[src/rtl/pc_fetch_pkg.sv]
// Shared definitions for the PC / instruction-fetch stage.
package pc_fetch_pkg;

   localparam logic [31:0] RESET_PC    = 32'hBFC0_0000;
   localparam int          EXC_ADEL_IF = 4;
   localparam int          STALL_W     = 6;

   typedef enum logic [1:0] {
      S_IDLE = 2'd0,
      S_REQ  = 2'd1,
      S_WAIT = 2'd2,
      S_HOLD = 2'd3
   } fetch_state_t;

   function automatic logic is_misaligned(input logic [31:0] addr);
      return addr[1:0] != 2'b00;
   endfunction

endpackage

[src/rtl/pc_fetch_redirect_buf.sv]
// One-entry pending redirect: remembers a branch or flush target until the
// fetch FSM next advances the PC. A flush overwrites a pending branch; a
// branch never overwrites a pending flush.
module pc_redirect_buf (
   input  logic        clk,
   input  logic        rst,
   input  logic        clear,
   input  logic        set_flush,
   input  logic        set_branch,
   input  logic [31:0] flush_addr,
   input  logic [31:0] branch_addr,
   output logic        valid,
   output logic [31:0] addr
);

   logic is_flush;

   // Pending-entry register; clear (PC advance) wins over any new request.
   always_ff @(posedge clk or posedge rst) begin
      if (rst) begin
         valid    <= 1'b0;
         is_flush <= 1'b0;
         addr     <= 32'h0;
      end else if (clear) begin
         valid    <= 1'b0;
         is_flush <= 1'b0;
      end else if (set_flush) begin
         valid    <= 1'b1;
         is_flush <= 1'b1;
         addr     <= flush_addr;
      end else if (set_branch && !(valid && is_flush)) begin
         valid    <= 1'b1;
         is_flush <= 1'b0;
         addr     <= branch_addr;
      end
   end

endmodule

[src/rtl/pc_fetch.sv]
// PC register and instruction-fetch handshake with the icache.
//
// state  | meaning
// IDLE   | after reset, waiting for stall[0] to drop
// REQ    | inst_req driven with PC, waiting for inst_addr_ok
// WAIT   | request accepted, waiting for inst_data_ok
// HOLD   | fetched word (or address fault) presented to IF/ID
module pc_fetch
   import pc_fetch_pkg::*;
(
   input  logic               clk,
   input  logic               rst,
   input  logic [STALL_W-1:0] stall,
   input  logic               flush,
   input  logic [31:0]        new_pc,
   input  logic               branch_flag,
   input  logic [31:0]        branch_target,
   output logic               inst_req,
   output logic [31:0]        inst_addr,
   input  logic               inst_addr_ok,
   input  logic               inst_data_ok,
   input  logic [31:0]        inst_rdata,
   output logic [31:0]        if_pc,
   output logic [31:0]        if_inst,
   output logic [31:0]        icache_excepttype,
   output logic               stallreq_if
);

   fetch_state_t state, state_n;
   logic [31:0]  pc, pc_n;
   logic [31:0]  inst_buf, inst_buf_n;
   logic         exc, exc_n;
   logic         discard, discard_n;

   logic         go;
   logic [31:0]  go_addr;
   logic         pend_clear, pend_set_flush, pend_set_branch;
   logic         pend_valid;
   logic [31:0]  pend_addr;
   logic         unused_stall;

   assign unused_stall = ^stall[STALL_W-1:2];

   pc_redirect_buf u_redirect (
      .clk         (clk),
      .rst         (rst),
      .clear       (pend_clear),
      .set_flush   (pend_set_flush),
      .set_branch  (pend_set_branch),
      .flush_addr  (new_pc),
      .branch_addr (branch_target),
      .valid       (pend_valid),
      .addr        (pend_addr)
   );

   // State and datapath registers.
   always_ff @(posedge clk or posedge rst) begin
      if (rst) begin
         state    <= S_IDLE;
         pc       <= RESET_PC;
         inst_buf <= 32'h0;
         exc      <= 1'b0;
         discard  <= 1'b0;
      end else begin
         state    <= state_n;
         pc       <= pc_n;
         inst_buf <= inst_buf_n;
         exc      <= exc_n;
         discard  <= discard_n;
      end
   end

   // Next-state logic; "go" starts a fresh fetch at go_addr, where a
   // misaligned target skips the icache and faults straight into HOLD.
   always_comb begin
      state_n         = state;
      pc_n            = pc;
      inst_buf_n      = inst_buf;
      exc_n           = exc;
      discard_n       = discard;
      go              = 1'b0;
      go_addr         = pc;
      pend_clear      = 1'b0;
      pend_set_flush  = 1'b0;
      pend_set_branch = 1'b0;

      case (state)
         S_IDLE: begin
            if (flush) begin
               go      = 1'b1;
               go_addr = new_pc;
            end else if (!stall[0]) begin
               go      = 1'b1;
               go_addr = pc;
            end
         end
         S_REQ: begin
            if (inst_addr_ok) begin
               if (inst_data_ok) begin
                  if (flush) begin
                     go      = 1'b1;
                     go_addr = new_pc;
                  end else begin
                     inst_buf_n      = inst_rdata;
                     state_n         = S_HOLD;
                     pend_set_branch = branch_flag;
                  end
               end else begin
                  state_n         = S_WAIT;
                  discard_n       = flush;
                  pend_set_flush  = flush;
                  pend_set_branch = branch_flag;
               end
            end else if (flush) begin
               // not yet accepted, so simply re-aim the request
               go      = 1'b1;
               go_addr = new_pc;
            end else begin
               pend_set_branch = branch_flag;
            end
         end
         S_WAIT: begin
            if (inst_data_ok) begin
               if (flush) begin
                  go      = 1'b1;
                  go_addr = new_pc;
               end else if (discard) begin
                  go      = 1'b1;
                  go_addr = pend_addr;
               end else begin
                  inst_buf_n      = inst_rdata;
                  state_n         = S_HOLD;
                  pend_set_branch = branch_flag;
               end
            end else begin
               if (flush) discard_n = 1'b1;
               pend_set_flush  = flush;
               pend_set_branch = branch_flag;
            end
         end
         S_HOLD: begin
            if (flush) begin
               go      = 1'b1;
               go_addr = new_pc;
            end else if (!stall[1]) begin
               go = 1'b1;
               if (branch_flag)     go_addr = branch_target;
               else if (pend_valid) go_addr = pend_addr;
               else                 go_addr = pc + 32'd4;
            end else begin
               pend_set_branch = branch_flag;
            end
         end
         default: state_n = S_IDLE;
      endcase

      if (go) begin
         pc_n       = go_addr;
         pend_clear = 1'b1;
         discard_n  = 1'b0;
         if (is_misaligned(go_addr)) begin
            state_n    = S_HOLD;
            exc_n      = 1'b1;
            inst_buf_n = 32'h0;
         end else begin
            state_n = S_REQ;
            exc_n   = 1'b0;
         end
      end
   end

   // Outputs are pure functions of the registered state.
   always_comb begin
      inst_req          = (state == S_REQ);
      inst_addr         = (state == S_REQ)  ? pc : 32'h0;
      if_pc             = (state == S_HOLD) ? pc : 32'h0;
      if_inst           = (state == S_HOLD) ? inst_buf : 32'h0;
      icache_excepttype = (state == S_HOLD && exc) ? (32'h1 << EXC_ADEL_IF) : 32'h0;
      stallreq_if       = (state == S_REQ) || (state == S_WAIT);
   end

endmodule

[config.mk]
export PLATFORM = sky130hd
export DESIGN_NAME = pc_fetch
export DESIGN_NICKNAME = d
export VERILOG_FILES = /design/src/rtl/pc_fetch_pkg.sv /design/src/rtl/pc_fetch_redirect_buf.sv /design/src/rtl/pc_fetch.sv
export SDC_FILE = /design/constraint.sdc
export NUM_CORES = 1
export LEC_CHECK = 0
export CELL_PAD_IN_SITES_DETAIL_PLACEMENT = 1
export CELL_PAD_IN_SITES_GLOBAL_PLACEMENT = 2
export CORE_MARGIN = 8
export CORE_UTILIZATION = 37
export DETAILED_ROUTE_END_ITERATION = 8
export DONT_BUFFER_PORTS = 1
export HOLD_SLACK_MARGIN = 0.12
export PLACE_DENSITY_LB_ADDON = 0.1
export SLEW_MARGIN = 20
export SYNTH_ARGS = -nofsm -noshare
export SYNTH_HDL_FRONTEND = slang
export SYNTH_SLANG_ARGS = --single-unit
[constraint.sdc]
create_clock -name clk -period 3.8 [get_ports clk]
set_input_delay 0.76 -clock clk [delete_from_list [all_inputs] [get_ports clk]]
set_output_delay 0.76 -clock clk [all_outputs]
set_load 0.02 [all_outputs]
==> metrics <==
DRC violation count after routing=0; Async S/R FF share, synth=1.000; TritonCTS clock tree=yes; share of layout cells above drive strength 1=0.08380; total power=about 7.3 mW; total core area=20,960 um^2; Post-CTS Setup Inserts=0; Worst EP arrival=~3400 ps; RSZ-0062 raised after global routing=false; Synth Flop Type=dfrtp_1; CTS H-Tree Depth=3; pre-CTS WS=slightly below 700 ps; die area=approximately 26,000 um^2; post-route minimum period=about 3100 ps; final setup margin=659.9 ps; measured slew at the worst slew-check pin=approximately 870 ps; n_diodes=0; Mapped Cells=~940; RR Startpoint=state[0]$_DFFE_PP0P_; post-route ant nets=0; post-cts sizing count=0; total CTS buffers=9; clock share of power=0.139; final core occ=0.3923; Chip Height=between 150 and 200 um; Site Rows=53; CTS Sinks=102; # Max-Cap Violations=0; fin crit share=0.8263; TritonRoute pass-1 iters=5; crit path from=state[0]$_DFFE_PP0P_; WL/cell=approximately 26 um; Critical Path Sink Type=register; CTS root buffer=clkbuf_16; Pwr per Cell Area=893.1 nW/um^2; Setup Crit Path Kind=reg2reg; P_sw=slightly below 4 mW; sequential element share of the synthesized area=0.3260; global-route wire length before repair=roughly 47 mm; Post-Route Setup TNS=0 ps; skew final=roughly 9.7 ps; Yosys top cell by area=dfrtp_1; Overflow after GRT=0; Gate power share=0.586; synthesis-stage register bit count=between 100 and 150; Mapped Avg Cell Area=8.401 um^2; nets@finish=1,003; pin count of the biggest net entering global routing=roughly 70; leakage power total=3.504 nW; final hold violation count=0; # IOs=about 240; mapped cell area=7864 um^2; sw frac=0.5305; Rel. slew slack=0.4223; DRT iter0 DRCs=around 460; fmax=roughly 320 MHz; Synth top area share=0.2959; Netlist cell types=73; Yosys warning total=0; DP HPWL=21.07 mm; Internal=between 3 and 4 mW; final-report max-slew violation count=0; Starting Density=0.3753; Clock transition at path regs=around 80 ps; CTS Buffer Depth=2; worst min path class=in2async; setup violators final=0; CTS Hold Bufs=0; total track usage=0.2250; largest cells by area after synthesis=dfrtp_1, and2_1, mux2i_1; status=finished, final reports clean; register-to-register setup slack=about 660 ps; routed wire length=about 30 mm; CP required=4070 ps; routability cong.=~0.84; number of synthesized flops with an enable pin=0; CP max FO=between 50 and 60; vias in the first global route=~7,700; Via Count=between 7,000 and 8,000; Skew-Pair Late Insertion Delay=~360 ps; startpoint types=register; Flop pwr share=0.275; Port Buffers=0; Max VDD drop=313.0 uV; Die Span X=161.8 um; vias per cell=6.132; Area Growth Syn to Fin=4.551%; initial antenna violation count=1
-- layer usage --
layer,GRT usage,part of all wire
met2,0.3731,0.48
met5,0,0.00056
met3,0.04758,0.067
met4,0.06734,0.018
met1,0.2887,0.44
-- power by group through the flow --
stage                     clock network (mW)  logic [mW]  registers, mW
after floorplan                            0        3.42           1.80
after global placement                     0        4.17           2.00
after detailed placement                   0        4.32           2.03
after CTS                               1.05        4.33           2.01
after global routing                    1.08        4.72           2.08
final                                   1.02        4.30           2.02
-- area by class of cell --
| class | instances | area, um^2 |
|---|---|---|
| clock buffers | 10 | 239.0 |
| clock inverters | 6 | 76.32 |
| fillers | 2484 | 12730 |
| inverters | 15 | 58.81 |
| multi-input cells | 740 | 4762 |
| flip-flops and latches | 102 | 2564 |
| well taps | 275 | 344.1 |
| repair buffers | 22 | 177.7 |
-- kinds of logic (layout without fill, tap and decap cells) --
group / after synthesis / count (layout) / share of synthesized area
AO/OA/AOI/OAI: 314 / 314 / 0.2792
XOR/XNOR: 25 / 25 / 0.02784
adder cells (fa/ha/maj): 5 / 5 / 0.007955
buffers and inverters: 124 / 53 / 0.08512
flip-flops: 102 / 102 / 0.3260
multiplexers: 37 / 37 / 0.04741
other: 1 / 31 / 0.0004769
AND/OR/NAND/NOR: 328 / 328 / 0.2259
-- through the flow --
step | area [um^2] | hold slack, ps | cells
4_1_cts | 8222 | 424.7 | 1170
6_report | 8222 | 385.1 | 1170
3_3_place_gp | 7906 | 454.2 | 1154
3_5_place_dp | 7906 | 462.6 | 1154
2_1_floorplan | 7976 | 441.8 | 966
5_1_grt | 8222 | 446.9 | 1170
-- worst max-delay path, stage by stage, from the launching register on --
cell	delay, ps
dfrtp_1	420
ha_2	740
nand2_1	210
a211oi_2	510
nor4_4	110
o21ai_2	320
buf_4	370
a21oi_1	130
a221oi_2	240
-- state kept, by name (all words and copies together) (netlist names) --
| signal | cells |
|---|---|
| pc | 32 |
| u_redirect.is_flush | 1 |
| u_redirect.addr | 32 |
| u_redirect.valid | 1 |
| discard | 1 |
| inst_buf | 32 |
| exc | 1 |
| state | 2 |
-- layout by cell type (no fill, tap or decap), types with 12 or more instances in the layout --
cell type  Yosys  routed
a221o_1       12      12
nand2_1       79      79
a21o_1        35      35
a22oi_1       45      45
nand3_1       17      17
buf_4         38      21
a21oi_1       42      41
xnor2_1       18      18
and2_1       107     107
dfrtp_1       93      93
conb_1         1      31
o21ai_1       35      35
nor2_1        55      55
o21ai_0       39      39
inv_1         14      13
o221ai_1      14      14
a31oi_1       14      14
mux2i_1       35      35
-- cells in the mapped netlist, types with 4 or more instances --
library cell and n:
a211oi_1 7, a21o_1 35, a21oi_1 42, a221o_1 12, a221oi_1 8, a222oi_1 4
a22oi_1 45, a311oi_1 7, a31oi_1 14, and2_1 107, and3_1 7, and4_1 5
buf_1 7, buf_2 13, buf_4 38, buf_6 6, clkbuf_1 45, dfrtp_1 93
dfstp_2 9, ha_1 5, inv_1 14, mux2i_1 35, nand2_1 79, nand2b_1 10
nand3_1 17, nand4_1 6, nor2_1 55, nor2b_1 8, nor3_1 11, nor4_1 4
nor4_2 4, o211ai_1 4, o21a_1 5, o21ai_0 39, o21ai_1 35, o221ai_1 14
o22ai_1 4, o31ai_1 8, xnor2_1 18, xor2_1 7
-- worst paths after layout --
kind	end	cells after the start
setup / recovery	pc[17]$_DFFE_PP0P_	8
hold / removal	u_redirect.addr[23]$_DFFE_PP0P_	1
setup reg to reg	pc[17]$_DFFE_PP0P_	8
hold reg to reg	exc$_DFFE_PP0P_	1
max in group asynchronous	pc[26]$_DFFE_PP1P_	2
min in group clk	exc$_DFFE_PP0P_	1
No activity file was read; power rests on OpenSTA's default activity.
